`src/rtl/l2_port_arbiter.sv`:
```
// Shares the single L2 port between the I-cache and D-cache refill/write paths.
// Grants one requester at a time (round-robin on ties) and runs the L2 req/ack handshake.
module l2_port_arbiter #(
    parameter int unsigned ADDR_W  = 32,
    parameter int unsigned WORD_W  = 32,
    parameter int unsigned BLOCK_W = 128,
    parameter int unsigned TIMEOUT = 255
) (
    input  logic               clk,
    input  logic               rst,
    input  logic               i_req,
    input  logic [ADDR_W-1:0]  i_addr,
    output logic               i_stall,
    output logic               i_valid,
    output logic [BLOCK_W-1:0] i_block,
    input  logic               d_req,
    input  logic               d_we,
    input  logic [ADDR_W-1:0]  d_addr,
    input  logic [WORD_W-1:0]  d_wdata,
    output logic               d_stall,
    output logic               d_valid,
    output logic [BLOCK_W-1:0] d_block,
    output logic               l2_req,
    output logic               l2_we,
    output logic [ADDR_W-1:0]  l2_addr,
    output logic [WORD_W-1:0]  l2_wdata,
    input  logic               l2_ack,
    input  logic [BLOCK_W-1:0] l2_rdata,
    output logic               err
);

    localparam int unsigned CNT_W = $clog2(TIMEOUT + 1);

    typedef enum logic [1:0] {IDLE, BUSY_I, BUSY_D, DONE} state_t;

    localparam logic GRANT_I = 1'b0;
    localparam logic GRANT_D = 1'b1;

    state_t             state, state_nxt;
    logic               last_grant, last_grant_nxt;
    logic [CNT_W-1:0]   cnt, cnt_nxt;
    logic               l2_req_nxt, l2_we_nxt, err_nxt;
    logic [ADDR_W-1:0]  l2_addr_nxt;
    logic [WORD_W-1:0]  l2_wdata_nxt;
    logic               i_valid_nxt, d_valid_nxt;
    logic [BLOCK_W-1:0] i_block_nxt, d_block_nxt;
    logic               grant_d, grant_i;

    // Stall holds each pipeline until its completion pulse
    assign i_stall = i_req & ~i_valid;
    assign d_stall = d_req & ~d_valid;

    always_ff @(posedge clk or posedge rst) begin
        if (rst) begin
            state      <= IDLE;
            last_grant <= GRANT_I;
            cnt        <= '0;
            l2_req     <= 1'b0;
            l2_we      <= 1'b0;
            l2_addr    <= '0;
            l2_wdata   <= '0;
            i_valid    <= 1'b0;
            d_valid    <= 1'b0;
            i_block    <= '0;
            d_block    <= '0;
            err        <= 1'b0;
        end else begin
            state      <= state_nxt;
            last_grant <= last_grant_nxt;
            cnt        <= cnt_nxt;
            l2_req     <= l2_req_nxt;
            l2_we      <= l2_we_nxt;
            l2_addr    <= l2_addr_nxt;
            l2_wdata   <= l2_wdata_nxt;
            i_valid    <= i_valid_nxt;
            d_valid    <= d_valid_nxt;
            i_block    <= i_block_nxt;
            d_block    <= d_block_nxt;
            err        <= err_nxt;
        end
    end

    // D wins a tie only when I was granted last
    assign grant_d = d_req & (~i_req | (last_grant == GRANT_I));
    assign grant_i = i_req & ~grant_d;

    always_comb begin
        state_nxt      = state;
        last_grant_nxt = last_grant;
        cnt_nxt        = cnt;
        l2_req_nxt     = l2_req;
        l2_we_nxt      = l2_we;
        l2_addr_nxt    = l2_addr;
        l2_wdata_nxt   = l2_wdata;
        i_valid_nxt    = 1'b0;
        d_valid_nxt    = 1'b0;
        i_block_nxt    = i_block;
        d_block_nxt    = d_block;
        err_nxt        = err;

        case (state)
            IDLE: begin
                if (grant_d) begin
                    state_nxt      = BUSY_D;
                    last_grant_nxt = GRANT_D;
                    cnt_nxt        = '0;
                    l2_req_nxt     = 1'b1;
                    l2_we_nxt      = d_we;
                    l2_addr_nxt    = d_addr;
                    l2_wdata_nxt   = d_wdata;
                end else if (grant_i) begin
                    state_nxt      = BUSY_I;
                    last_grant_nxt = GRANT_I;
                    cnt_nxt        = '0;
                    l2_req_nxt     = 1'b1;
                    l2_we_nxt      = 1'b0;
                    l2_addr_nxt    = i_addr;
                    l2_wdata_nxt   = '0;
                end
            end
            BUSY_I, BUSY_D: begin
                if (l2_ack) begin
                    state_nxt  = DONE;
                    l2_req_nxt = 1'b0;
                    if (state == BUSY_I) begin
                        i_valid_nxt = 1'b1;
                        i_block_nxt = l2_rdata;
                    end else begin
                        d_valid_nxt = 1'b1;
                        if (!l2_we) d_block_nxt = l2_rdata;
                    end
                end else begin
                    // Saturating wait counter; err is sticky, request stays up
                    if (cnt != CNT_W'(TIMEOUT)) cnt_nxt = cnt + CNT_W'(1);
                    if (cnt_nxt == CNT_W'(TIMEOUT)) err_nxt = 1'b1;
                end
            end
            DONE: begin
                state_nxt = IDLE;
            end
            default: begin
                state_nxt = IDLE;
            end
        endcase
    end

endmodule

```
`config.mk`:
```
export PLATFORM = sky130hd
export DESIGN_NAME = l2_port_arbiter
export DESIGN_NICKNAME = d
export VERILOG_FILES = /design/src/rtl/l2_port_arbiter.sv
export SDC_FILE = /design/constraint.sdc
export NUM_CORES = 1
export LEC_CHECK = 0
export CORE_AREA = 10 10 208 210
export DETAILED_ROUTE_END_ITERATION = 7
export DIE_AREA = 0 0 218 220
export HOLD_SLACK_MARGIN = 0.08
export PLACE_DENSITY = 0.63
export SLEW_MARGIN = 30
export SYNTH_ARGS = -nofsm -noshare
export SYNTH_HDL_FRONTEND = slang
export SYNTH_SLANG_ARGS = --single-unit
```
`constraint.sdc`:
```
create_clock -name clk -period 31.3 [get_ports clk]
set_input_delay 6.26 -clock clk [delete_from_list [all_inputs] [get_ports clk]]
set_output_delay 6.26 -clock clk [all_outputs]
set_load 0.1 [all_outputs]
```
# After elaboration in Yosys (flattened, before gate mapping)
# Index checks and enable logic that the tools add are counted.
# op_classes
eq_ne,8
mux,28
add_sub_neg,1
n_reduce_logical,11
bitwise,13
# op_table
op,n
2-to-1 mux 32 bit,4
2-to-1 mux 8 bit,6
case mux 8 bit (2 select lines),1
2-to-1 mux 1 bit,12
AND reduction 3 bit,4
adder 8 x 1 -> 8 bit (second input constant),1
== test 8 bit (second input constant),1
!= test 8 bit (second input constant),1
NOT 1 bit,8
2-to-1 mux 2 bit,3
case mux 2 bit (3 select lines),1
AND 1 bit,4
== test 2 bit (second input constant),2
!= test 2 bit (second input constant),2
AND reduction 2 bit,2
AND reduction 4 bit,1
nonzero test 2 bit,2
!= test 3 bit (second input constant),1
== test 2 x 1 -> 1 bit (second input constant),1
logical NOT 2 bit,1
case mux 1 bit (2 select lines),1
OR reduction 2 bit,1
bitwise OR 1 bit,1
# word_totals
output_inout_bits,327
inputBits,230
reg_bits,336

# Longest topological paths before layout
# depth
depth_word,8
ltp_mapped,7

# Worst setup path before layout
# No wires, ideal clock.
# synth_path
kind,input-to-output
startpoint,input port d_req
endpoint,output port d_stall
arrival_ns,7.594
t_required_ns,25.040
path_buffers,0
stages,1
path_slack_ns,17.446
cell_sequence,nor2b_1
# synth_between
elab_chain_cells,1
# synth_rtl
element,line,text
start: declaration,16,"input logic d_req,"
AND 1 bit,51,assign d_stall = d_req & ~d_valid;
end: declaration,20,"output logic d_stall,"
# Every way passes these cells.

# Worst setup path in the final report
# layout_path
startpoint,input port i_req
endpoint,output port i_stall
# layout_between
elab_chain_cells,1
# layout_rtl
element,line,text
start: declaration,11,"input logic i_req,"
AND 1 bit,50,assign i_stall = i_req & ~i_valid;
end: declaration,13,"output logic i_stall,"
# Every way passes these cells.

==> results.toml <==
[outcome]
status = "finished clean"

[synthesis]
syn_avg_cell_area_um2 = 15.1
syn_nets = 1090
synth-simple-area-share_pct = 2.70
synth.most_common_cell = "dfrtp_1"
synth_xor_xnor_area_share_pct = 0.0676
yosys_warnings = 0
synth_top_family_by_area = "multiplexers"
synth-main-ff-cell = "dfrtp_1"
synth_edf_count = 0
synth.top_cells.by_count = "dfrtp_1 (336), mux2_2 (256), nand2_1 (39)"
synthAdderAreaFrac_pct = 0.386
synth-compound-area-share_pct = 5.32
ys_seq_area_share_pct = 64.9
synth_mux_area_share_pct = 24.8
netlist_area_um2 = 13000
netlist_instances = 856
ys_ff_latch = 336
synth_area_leaders = "dfrtp_1 (65%), mux2_2 (22%), mux2i_1 (2.5%), a22o_1 (2.2%), o21ai_0 (1.5%)"
async_flop_share_pct = 100
yosysTopAreaCell = "dfrtp_1"
synth_top_area_share_pct = 64.9
synth.distinct_cells = 41

[setup_path]
path_class = "in2out"
start_kind = "input pin"
crit_arrival_ns = 8.22
worst-path-max-fanout = 5
endpoint_kind = "output pin"
crit_required_ns = 25.04
rr_worst_depth = 7

[hold_path]
min_path_cells = 2
hp-class = "reg2reg"

[global_routing]
grt_first_pass_wirelength_um = 65100
grt_overflow = 0
grt_usage_pct = 17.8
grt_pass1_vias = 10079
grt_start_max_net_pins = 142
antenna_found_initial = 3

[sta]
fin_setup_tns_ns = 0
finalClockSkew_ns = 0.0327
relSlewSlack_pct = 29.3
fmaxAchievable_ghz = 0.0690
layout_min_cycle_time_ns = 14.48
rsz0062_at_grt = "no"
setup_violations = 0
finalWorstSetupSlack_ns = 16.82
slew_viol_final = 0
tightest_slew_ns = 1.06
hold_violations = 0
period_share_pct = 46.3

[clocking]
root_buffer = "clkbuf_16"
cts_setup_buffers = 0
clk_pin_slew_ns = 0.06
cts_num_sinks = 336
insertion_delay_ns = 0.56
postCtsHoldBufs = 0
tritoncts = "yes"
ctsResizeCount = 0
htreeDepth = 2
cts_made_buffers = 39
clockBufferDepth = 3

[routing]
viasPerCell = 4.63
ant_nets = 0
wire_per_inst_um = 22.1
dr.pass1.iters = 4
drt-total-wl_um = 43600
vias = 9110
drcViolationCount = 0
initialDrtViolationCount = 390

[floorplanning]
start_util_pct = 33.0
die_x_um = 218
fp.coreArea_um2 = 39300
dieArea_um2 = 48000
die-height_um = 220
ios = 557
placementRows = 73

[placed_design]
port_buffers = 556
gp_congestion = 0.800
dp_hpwl_um = 32800
place_ws_ns = 16.80

[final_layout]
final_core_util_pct = 50.9
fin_nets = 1652
area_delta_synth_final_pct = 54.2
drive_gt1_share_pct = 27.8

[job]
max_cap_viol_count = 0
[kinds of logic (layout without fill, tap and decap cells)]
| group | after synthesis | count (layout) |
|---|---|---|
| flip-flops | 336 | 336 |
| multiplexers | 289 | 289 |
| AO/OA/AOI/OAI | 100 | 100 |
| AND/OR/NAND/NOR | 72 | 72 |
| buffers and inverters | 54 | 641 |
| adder cells (fa/ha/maj) | 4 | 4 |
| XOR/XNOR | 1 | 1 |
| other | 0 | 1 |
[sequential cells by signal, indices dropped and copies added (netlist names)]
name        count
cnt             8
d_block       128
d_valid         1
err             1
i_block       128
i_valid         1
l2_addr        32
l2_req          1
l2_wdata       32
l2_we           1
last_grant      1
state           2
[cell usage in the layout, fill, tap and decap left out, drive strengths merged, types with 4 or more instances in the layout]
| cell | Yosys | final |
|---|---|---|
| a21oi | 9 | 9 |
| nand2b | 5 | 5 |
| a22o | 33 | 33 |
| clkbuf | 15 | 57 |
| clkinv | 0 | 9 |
| dfrtp | 336 | 336 |
| ha | 4 | 4 |
| nand2 | 40 | 40 |
| nor2b | 5 | 5 |
| mux2i | 33 | 33 |
| clkdlybuf4s50 | 0 | 490 |
| nor2 | 5 | 5 |
| buf | 31 | 76 |
| o21ai | 39 | 39 |
| nand3 | 5 | 5 |
| mux2 | 256 | 256 |
| inv | 8 | 8 |
[area by class of cell]
type | instances | area [um^2]
clock inverter | 10 | 67.6
timing repair buffer | 567 | 5330
sequential | 336 | 8410
fill | 3441 | 19300
multi-input combinational | 466 | 4350
clock buffer | 56 | 1130
tap | 525 | 657
antenna | 1 | 2.50
inverter | 8 | 42.5
[worst paths after layout]
path / from / end / slack [ns]
setup / recovery: i_req / i_stall / 16.82
hold / removal: err / err / 0.46
setup reg to reg: state[0] / d_block[85] / 28.26
hold reg to reg: err / err / 0.46
max in group asynchronous: rst / i_block[117] / 23.21
min in group asynchronous: rst / d_block[38] / 6.25
[layer usage]
layer	track usage [%]	wire, um	vias to the layer above	share of wire (%)
met5	0	23	-	0.053
met2	31.0	22900	276	52
li1	-	-	4188	-
met3	6.65	3760	53	8.6
met1	19.7	16000	4589	37
met4	5.60	910	4	2.1
[worst max-delay path, stage by stage]
cell	delay (ns)
clkdlybuf4s50_1	0.64
nor2b_1	0.18
clkdlybuf4s50_1	1.14
[through the flow]
step,std cells,hold WS [ns],cell area [um^2]
after floorplan,856,0.468,13000
after global placement,1902,0.456,19100
after detailed placement,1902,0.443,18800
after CTS,1968,0.465,20000
after global routing,1969,0.483,20000
final,1969,0.463,20000
Power is left out: the tool's default activity adds up to more than one toggle a clock period on the data nets, which glitch-free logic cannot reach.
